[config.mk]
export PLATFORM = sky130hd
export DESIGN_NAME = multi_button_control
export DESIGN_NICKNAME = d
export VERILOG_FILES = /design/src/rtl/evm_pkg.sv /design/src/rtl/button_debounce_ch.sv /design/src/rtl/multi_button_control.sv
export SDC_FILE = /design/constraint.sdc
export NUM_CORES = 1
export LEC_CHECK = 0
export BUFFER_PORTS_ARGS = -buffer_cell sky130_fd_sc_hd__buf_2
export CAP_MARGIN = 30
export CELL_PAD_IN_SITES_DETAIL_PLACEMENT = 2
export CELL_PAD_IN_SITES_GLOBAL_PLACEMENT = 2
export CORE_MARGIN = 2
export CORE_UTILIZATION = 35
export DETAILED_ROUTE_END_ITERATION = 16
export GPL_ROUTABILITY_DRIVEN = 0
export PLACE_DENSITY = 0.7
export SYNTH_ARGS = -nofsm -noshare
export SYNTH_HDL_FRONTEND = slang
export SYNTH_SLANG_ARGS = --single-unit
export TNS_END_PERCENT = 1
[constraint.sdc]
create_clock -name clock -period 3 [get_ports clock]
set_clock_uncertainty 0.2 [all_clocks]
set_input_delay 0.6 -clock clock [delete_from_list [all_inputs] [get_ports clock]]
set_output_delay 0.6 -clock clock [all_outputs]
set_load 0.02 [all_outputs]
[src/rtl/evm_pkg.sv]
// evm_pkg: shared types and helpers for the ballot-unit button front end.
//   btn_state_t   : vote FSM states (IDLE, LOCKOUT)
//   ERR_CNT_W     : width of the optional saturating conflict counter
//   onehot_to_bin : one-hot to binary index conversion used for vote_id
package evm_pkg;

   typedef enum logic {
      IDLE    = 1'b0,
      LOCKOUT = 1'b1
   } btn_state_t;

   localparam int ERR_CNT_W = 8;

   // OR-combines the indices of all set bits. Callers guarantee a one-hot
   // input, so no priority chain is needed. Handles up to 32 channels.
   function automatic logic [31:0] onehot_to_bin(input logic [31:0] onehot);
      logic [31:0] idx;
      idx = '0;
      for (int i = 0; i < 32; i++) begin
         if (onehot[i]) idx = idx | 32'(i);
      end
      return idx;
   endfunction

endpackage

[src/rtl/button_debounce_ch.sv]
// button_debounce_ch: one candidate-button input stage.
// A 2-flop synchronizer feeds a saturating hold counter; qual_o is high
// once the synchronised level has been high for HOLD_CYCLES samples.
// Ports:
//   clock, reset : rising-edge clock, synchronous active-high reset
//   button_i     : raw asynchronous button level
//   btn_s_o      : synchronised button level
//   qual_o       : press qualified (counter saturated at HOLD_CYCLES)
module button_debounce_ch #(
   parameter int HOLD_CYCLES = 10
) (
   input  logic clock,
   input  logic reset,
   input  logic button_i,
   output logic btn_s_o,
   output logic qual_o
);

   localparam int CNT_W = $clog2(HOLD_CYCLES + 1);
   localparam logic [CNT_W-1:0] HOLD_MAX = CNT_W'(HOLD_CYCLES);

   logic             sync1_q;
   logic             sync2_q;
   logic [CNT_W-1:0] cnt_q;
   logic [CNT_W-1:0] cnt_d;

   always_comb begin
      cnt_d = '0;
      if (sync2_q) begin
         // Saturate instead of wrapping so a long hold stays qualified.
         cnt_d = (cnt_q == HOLD_MAX) ? cnt_q : cnt_q + CNT_W'(1);
      end
   end

   always_ff @(posedge clock) begin
      if (reset) begin
         sync1_q <= 1'b0;
         sync2_q <= 1'b0;
         cnt_q   <= '0;
      end else begin
         sync1_q <= button_i;
         sync2_q <= sync1_q;
         cnt_q   <= cnt_d;
      end
   end

   assign btn_s_o = sync2_q;
   assign qual_o  = (cnt_q == HOLD_MAX);

endmodule

[src/rtl/multi_button_control.sv]
// multi_button_control: debounces CHANNELS candidate buttons and issues one
// registered one-hot vote pulse per qualified single press, or a conflict
// pulse when another button is down at qualification time. After any
// qualified press the FSM locks out until every button is released.
// Optional feature macro: BTN_ERR_CNT_EN adds the saturating err_count port.
// Ports:
//   clock, reset : rising-edge clock, synchronous active-high reset
//   button       : raw button levels, active-high
//   enable       : voting window open (clock-domain signal)
//   valid_vote   : one-hot single-cycle vote pulse
//   vote_id      : binary index of the voted channel, valid with vote_strobe
//   vote_strobe  : OR of valid_vote
//   conflict     : single-cycle pulse for a rejected simultaneous press
//   busy         : high while the FSM is in LOCKOUT (exposes FSM state)
//   err_count    : saturating conflict count (BTN_ERR_CNT_EN only)
module multi_button_control
   import evm_pkg::*;
#(
   parameter int CHANNELS    = 4,
   parameter int HOLD_CYCLES = 10
) (
   input  logic                        clock,
   input  logic                        reset,
   input  logic [CHANNELS-1:0]         button,
   input  logic                        enable,
   output logic [CHANNELS-1:0]         valid_vote,
   output logic [$clog2(CHANNELS)-1:0] vote_id,
   output logic                        vote_strobe,
   output logic                        conflict,
   output logic                        busy
`ifdef BTN_ERR_CNT_EN
   ,
   output logic [ERR_CNT_W-1:0]        err_count
`endif
);

   localparam int ID_W = $clog2(CHANNELS);

   logic [CHANNELS-1:0] btn_s;
   logic [CHANNELS-1:0] qual;

   for (genvar g = 0; g < CHANNELS; g++) begin : g_ch
      button_debounce_ch #(
         .HOLD_CYCLES (HOLD_CYCLES)
      ) u_ch (
         .clock    (clock),
         .reset    (reset),
         .button_i (button[g]),
         .btn_s_o  (btn_s[g]),
         .qual_o   (qual[g])
      );
   end

   btn_state_t          state_q, state_d;
   logic [CHANNELS-1:0] valid_q, valid_d;
   logic [ID_W-1:0]     id_q, id_d;
   logic                strobe_q, strobe_d;
   logic                conflict_q, conflict_d;

   logic any_qual;
   logic multi_qual;
   logic clash;

   // A clash is two or more qualified channels, or one qualified channel
   // while some other synchronised button is down. With a single qual bit,
   // masking by ~qual leaves exactly the "other" buttons.
   always_comb begin
      any_qual   = |qual;
      multi_qual = (qual & (qual - CHANNELS'(1))) != '0;
      clash      = any_qual && (multi_qual || ((btn_s & ~qual) != '0));
   end

   always_comb begin
      state_d    = state_q;
      valid_d    = '0;
      id_d       = '0;
      strobe_d   = 1'b0;
      conflict_d = 1'b0;
      case (state_q)
         IDLE: begin
            if (any_qual) begin
               // Every qualified press is consumed; enable low consumes it silently.
               state_d = LOCKOUT;
               if (enable) begin
                  if (clash) begin
                     conflict_d = 1'b1;
                  end else begin
                     valid_d  = qual;
                     id_d     = ID_W'(onehot_to_bin(32'(qual)));
                     strobe_d = 1'b1;
                  end
               end
            end
         end
         LOCKOUT: begin
            if (btn_s == '0) state_d = IDLE;
         end
         default: state_d = IDLE;
      endcase
   end

   always_ff @(posedge clock) begin
      if (reset) begin
         state_q    <= IDLE;
         valid_q    <= '0;
         id_q       <= '0;
         strobe_q   <= 1'b0;
         conflict_q <= 1'b0;
      end else begin
         state_q    <= state_d;
         valid_q    <= valid_d;
         id_q       <= id_d;
         strobe_q   <= strobe_d;
         conflict_q <= conflict_d;
      end
   end

   assign valid_vote  = valid_q;
   assign vote_id     = id_q;
   assign vote_strobe = strobe_q;
   assign conflict    = conflict_q;
   assign busy        = (state_q == LOCKOUT);

`ifdef BTN_ERR_CNT_EN
   logic [ERR_CNT_W-1:0] err_q;

   // Counts on the same edge that registers the conflict pulse.
   always_ff @(posedge clock) begin
      if (reset) begin
         err_q <= '0;
      end else if (conflict_d && (err_q != '1)) begin
         err_q <= err_q + ERR_CNT_W'(1);
      end
   end

   assign err_count = err_q;
`endif

endmodule

* Word-level counts from Yosys, hierarchy flattened *
Index checks and enable logic that the tools add are counted.
Widths: inputs -> output; s select.

operators by class
  multiplexer cells = 8
  reductions and logical operators = 12
  add/subtract/negate cells = 5
  bitwise logic cells = 10
  equality and inequality tests = 4

operators by type and width
  kind                 number
  $add 4x1->4 const B  4
  $eq 4x4->1 const B   4
  $and 4x4->4          2
  $reduce_bool 4->1    2
  $reduce_or 2->1      4
  $reduce_or 4->1      2
  $not 1->1            7
  $mux 1               5
  $reduce_or 5->1      1
  $logic_not 4->1      1
  $mux 2               2
  $not 4->4            1
  $sub 4x1->4 const B  1
  $pmux 1 s2           1
  $logic_and 1x1->1    1
  $logic_or 1x1->1     1

word-level totals
  word-level logic and storage cells = 56
  output and inout bits = 9
  flip-flop bits (word level) = 33
  input port bits = 7

* Depth between registers and ports, before layout *
  depth in word-level cells = 7
  depth in mapped cells = 7
  gate-level depth less buffers = 6

* Modules after synthesis *
From an unflattened synthesis, not the netlist that was laid out.

second synthesis, totals
  cell total of the unflattened synthesis = 137
  area total of the unflattened synthesis = 1425.1 um^2

modules (own cells, without submodules)
  module                cells each  area an instance (um^2)  times used  sequential area each (um^2)
  button_debounce_ch    25          267.8                    4           120.1
  multi_button_control  37          354.1                    1           180.2

* Least setup slack after synthesis *
OpenSTA, ideal clock, no wires.

  path type = flip-flop to flip-flop
  from = register g_ch[2].u_ch.cnt_q[0]
  to = register id_q[0] (netlist: vote_id[0])
  setup time = 0.103 ns
  period minus slack after synthesis = 1.827 ns
  buffers on the path = 1
  setup slack = 1.173 ns
  data required time = 2.697 ns
  stages on the path, launching flop included = 8
  arrival time = 1.524 ns
  path through = dfxtp_1 > inv_1 > ha_1 > nand3b_4 > buf_6 > nor2_4 > a211o_4 > a2111oi_2

on the way
  word-level cells in the longest chain between the ends = 7
  elaborated cells between the ends (all ways) = 12
  classes of those cells = add/sub: 1; eq/ne: 1; bitwise: 4; reduce/logical: 6

ends and longest elaborated chain
  item                                         line                                                    text
  from (decl)                                  button_debounce_ch.sv:24                                logic [CNT_W-1:0] cnt_q;
  from (signal assigned)                       button_debounce_ch.sv:43                                cnt_q <= cnt_d;
  $eq 4x4->1 *                                 button_debounce_ch.sv:48                                assign qual_o = (cnt_q == HOLD_MAX);
  $sub 4x1->4 or $not 4->4 (tied branches)     multi_button_control.sv:69, multi_button_control.sv:70
  $and 4x4->4, on equally long branches        multi_button_control.sv:69, multi_button_control.sv:70
  $reduce_bool 4->1, on equally long branches  multi_button_control.sv:69, multi_button_control.sv:70
  $logic_or 1x1->1                             multi_button_control.sv:70                              clash = any_qual && (multi_qual || ((btn_s & ~qual) != '0));
  $logic_and 1x1->1                            multi_button_control.sv:70
  $reduce_or 5->1 (no source line) *           n/a
  to (signal assigned)                         multi_button_control.sv:112                             id_q <= id_d;
  to (decl)                                    multi_button_control.sv:56                              logic [ID_W-1:0] id_q, id_d;

Mark *: on every way between the ends. The rest lies on a longest branch, timed or not.
A chain may end at the register's enable or synchronous reset.

* Worst setup path in the final report *
  from = register g_ch[2].u_ch.cnt_q[0]
  to = register valid_q[0] (netlist: valid_vote[0])

on the way
  word-level cells in the longest chain between the ends = 7
  elaborated cells between the ends (all ways) = 12
  classes of those cells = add/sub: 1; eq/ne: 1; bitwise: 4; reduce/logical: 6

ends and longest elaborated chain
  item                                         line                                                    text
  $eq 4x4->1 *                                 button_debounce_ch.sv:48
  $sub 4x1->4 or $not 4->4 (tied branches)     multi_button_control.sv:69, multi_button_control.sv:70
  $and 4x4->4, on equally long branches        multi_button_control.sv:69, multi_button_control.sv:70
  $reduce_bool 4->1, on equally long branches  multi_button_control.sv:69, multi_button_control.sv:70
  $logic_or 1x1->1                             multi_button_control.sv:70
  $logic_and 1x1->1                            multi_button_control.sv:70
  $reduce_or 5->1 (no source line) *           n/a
  to (signal assigned)                         multi_button_control.sv:111                             valid_q <= valid_d;
  to (decl)                                    multi_button_control.sv:55                              logic [CHANNELS-1:0] valid_q, valid_d;

Marks and branches as above.

==> impl_metrics.env <==
export IMPL_final_setup_tns_ns=0
export IMPL_cp_data_required_time_ns=2.97
export IMPL_synthDistinctLibCells=26
export IMPL_hp_class="flip-flop to flip-flop"
export IMPL_synth_common_cells="33 x dfxtp_1, 17 x nor2_1, 8 x ha_1, 8 x nor2b_1, 7 x xor2_1"
export IMPL_clk_latency_ns=0.28
export IMPL_yosys_area_top_type="dfxtp_1"
export IMPL_syn_nets=140
export IMPL_reg2reg_depth=6
export IMPL_path_buf_inv=1
export IMPL_place_inst=185
export IMPL_grt_max_degree=15
export IMPL_h_tree_depth=2
export IMPL_die_height_um=66.0
export IMPL_grt_first_pass_wirelength_um=4800
export IMPL_crit_path_max_fanout=11
export IMPL_holdPathEnd="g_ch[1].u_ch.btn_s_o"
export IMPL_drtIter0Drc=41
export IMPL_coreArea_mm2=0.00369
export IMPL_firstDrtPassIters=2
export IMPL_hold_viol_final=0
export IMPL_vias=948
export IMPL_cp_end_kind="flip-flop"
export IMPL_design_die_area_mm2=0.00435
export IMPL_finalCriticalPeriod_ns=2.01
export IMPL_cp_slowest_cell="dfxtp_1"
export IMPL_finalSetupViolCount=0
export IMPL_synthFlopType="dfxtp_1"
export IMPL_drt_antenna_violating_nets=0
export IMPL_grt_util_all_layers=0.152
export IMPL_critical_path_arrival_ns=1.98
export IMPL_root_buffer="clkbuf_8"
export IMPL_synth_area_top_cells="dfxtp_1 49%, ha_1 7.4%, nor2_1 4.7%"
export IMPL_drc=0
export IMPL_final_max_slew_violation_count=0
export IMPL_netlist_area_leader_share=0.491
export IMPL_min_from="g_ch[1].u_ch.sync1_q"
export IMPL_crit_path_cell_trace="inv_1, ha_1, nand3b_4, a22o_1, a211o_4, nor4_1"
export IMPL_ios=16
export IMPL_postCtsSetupBuffers=0
export IMPL_avgRoutedWirePerCell_um=14.1
export IMPL_cp_start_kind="flip-flop"
export IMPL_syn2layout_area_growth_pct=14.0
export IMPL_rsz0062_at_grt="false"
export IMPL_clock_sinks=33
export IMPL_tightest_slew_ns=0.387
export IMPL_crit_path_max_incr_delay_ns=0.34
export IMPL_ctsResizeCount=0
export IMPL_maxCapViolations=0
export IMPL_clockBufferDepth=2
export IMPL_seq_area_frac_synth=0.491
export IMPL_maxSlewHeadroom=0.742
export IMPL_initial_utilization=0.365
export IMPL_hold_depth=1
export IMPL_synth_most_common_cell="dfxtp_1"
export IMPL_num_rows=22
export IMPL_grt_overflow_total=0
export IMPL_synth_edf_count=0
export IMPL_cp_top_family="compound AO/OA/AOI/OAI gates"
export IMPL_status="completed"
export IMPL_vias_per_cell=4.91
export IMPL_routed_wl_um=2730
export IMPL_yosys_warnings=0
export IMPL_syn_avg_cell_area_um2=10.8
export IMPL_grt_pass1_vias=1021
export IMPL_clk_pin_slew_worst_paths_ns=0.06
export IMPL_drive_above_1_share=0.193
export IMPL_hold_buffers=0
export IMPL_fin_crit_sh=0.671
export IMPL_die_w_um=66.0
export IMPL_irDropWorstVdd_uv=232
export IMPL_r2r_start="g_ch[2].u_ch.cnt_q[0]"
export IMPL_leakagePower_uw=0.000731
export IMPL_hpwl_um=2040
export IMPL_finalNetCount=159
export IMPL_antenna_found_initial=0
export IMPL_layoutNonFillerInstCount=193
export IMPL_nFillCells=405
export IMPL_numCtsBuffers=5
export IMPL_synthesis_area_mm2=0.00135
export IMPL_rrSetupSlack_ns=0.99
export IMPL_ys_ff_latch=33
export IMPL_port_buffers=15
export IMPL_critPathKind="flip-flop to flip-flop"
export IMPL_antenna_cells=0
export IMPL_power_density_mw_per_mm2=514
export IMPL_syn_inst=125
export IMPL_max_freq_mhz=497
export IMPL_async_flop_share=0
export IMPL_reg2reg_to="valid_vote[0]"
export IMPL_cts_tree="done"
==> placed cells by master, fill, tap and decap left out <==
master / n
clkbuf_8: 5
a2111oi_2: 2
clkbuf_1: 3
nor3_1: 2
o21ba_2: 1
nand2_1: 4
a211oi_1: 5
nand3b_4: 3
xnor2_1: 5
and3b_1: 1
xor2_1: 7
o31a_1: 1
nand2b_1: 4
nand4_1: 2
dfxtp_1: 33
nand3b_1: 1
a211o_4: 1
nor2b_1: 8
nor2_1: 17
buf_2: 15
nor4_1: 5
inv_1: 4
nor2_4: 1
nand3_1: 5
a21oi_1: 1
ha_1: 8
a22o_1: 1
==> worst max-delay path by stage <==
stage | from | to | slack, ns | depth (start not counted)
after global placement | g_ch[2].u_ch.cnt_q[0] | valid_vote[0] | 1.06 | 6
final | g_ch[2].u_ch.cnt_q[0] | valid_vote[0] | 0.99 | 6
after floorplan | g_ch[2].u_ch.cnt_q[0] | vote_id[0] | 1.17 | 7
after detailed placement | g_ch[2].u_ch.cnt_q[0] | vote_id[1] | 0.99 | 6
after CTS | g_ch[2].u_ch.cnt_q[0] | vote_id[1] | 0.97 | 6
after global routing | g_ch[2].u_ch.cnt_q[1] | vote_id[1] | 0.85 | 5
==> power by group <==
part           internal (uW)  switching [uW]
logic                   12.5            15.3
registers                445            4.30
clock network            165             147
total                    622             167
==> routing by layer <==
layer,vias to the layer above,wire [um],global-route usage
met5,-,0,0
met2,13,1410,0.261
met3,5,102,0.0460
met4,0,50,0.0842
met1,464,1160,0.165
li1,466,-,-
==> state kept, by name, indices dropped and copies added (netlist names) <==
name               count
g_ch.u_ch.cnt_q       16
g_ch.u_ch.btn_s_o      4
g_ch.u_ch.sync1_q      4
conflict               1
busy                   1
vote_id                2
vote_strobe            1
valid_vote             4
==> through the flow <==
step	hold slack [ns]	utilization	worst slack [ns]	power, uW	instance area, um2
6_report	0.238	0.416	0.988	789	1530
5_1_grt	0.270	0.416	0.854	834	1530
4_1_cts	0.249	0.416	0.972	806	1530
3_5_place_dp	0.229	0.394	0.993	487	1450
3_3_place_gp	0.225	0.394	1.06	485	1450
2_1_floorplan	0.214	-	1.17	477	1350
==> cells by family (layout without fill, tap and decap cells) <==
logic type      after synthesis  in the layout  share of synthesized area
simple gates                 53             53                      0.238
xor+xnor                     12             12                     0.0781
compound gates               12             12                     0.0874
buf+inv                       7             27                     0.0307
flops                        33             33                      0.491
fa+ha+maj                     8              8                     0.0744
==> cell type report <==
type / count / area, um2 / share of cell area
Multi-Input combinational cell: 85 / 643 / 0.419
Sequential cell: 33 / 661 / 0.431
Tap cell: 48 / 60.1 / 0.0392
Clock buffer: 8 / 80.1 / 0.0522
Inverter: 4 / 15.0 / 0.00979
Timing Repair Buffer: 15 / 75.1 / 0.0489
==> worst reg2reg max path: stages (launching register included) <==
cell and delay (ns):
dfxtp_1 0.34, inv_1 0.07, ha_1 0.19, nand3b_4 0.18, a22o_1 0.28, a211o_4 0.31, nor4_1 0.33
Power figures use the tool's default switching activity.
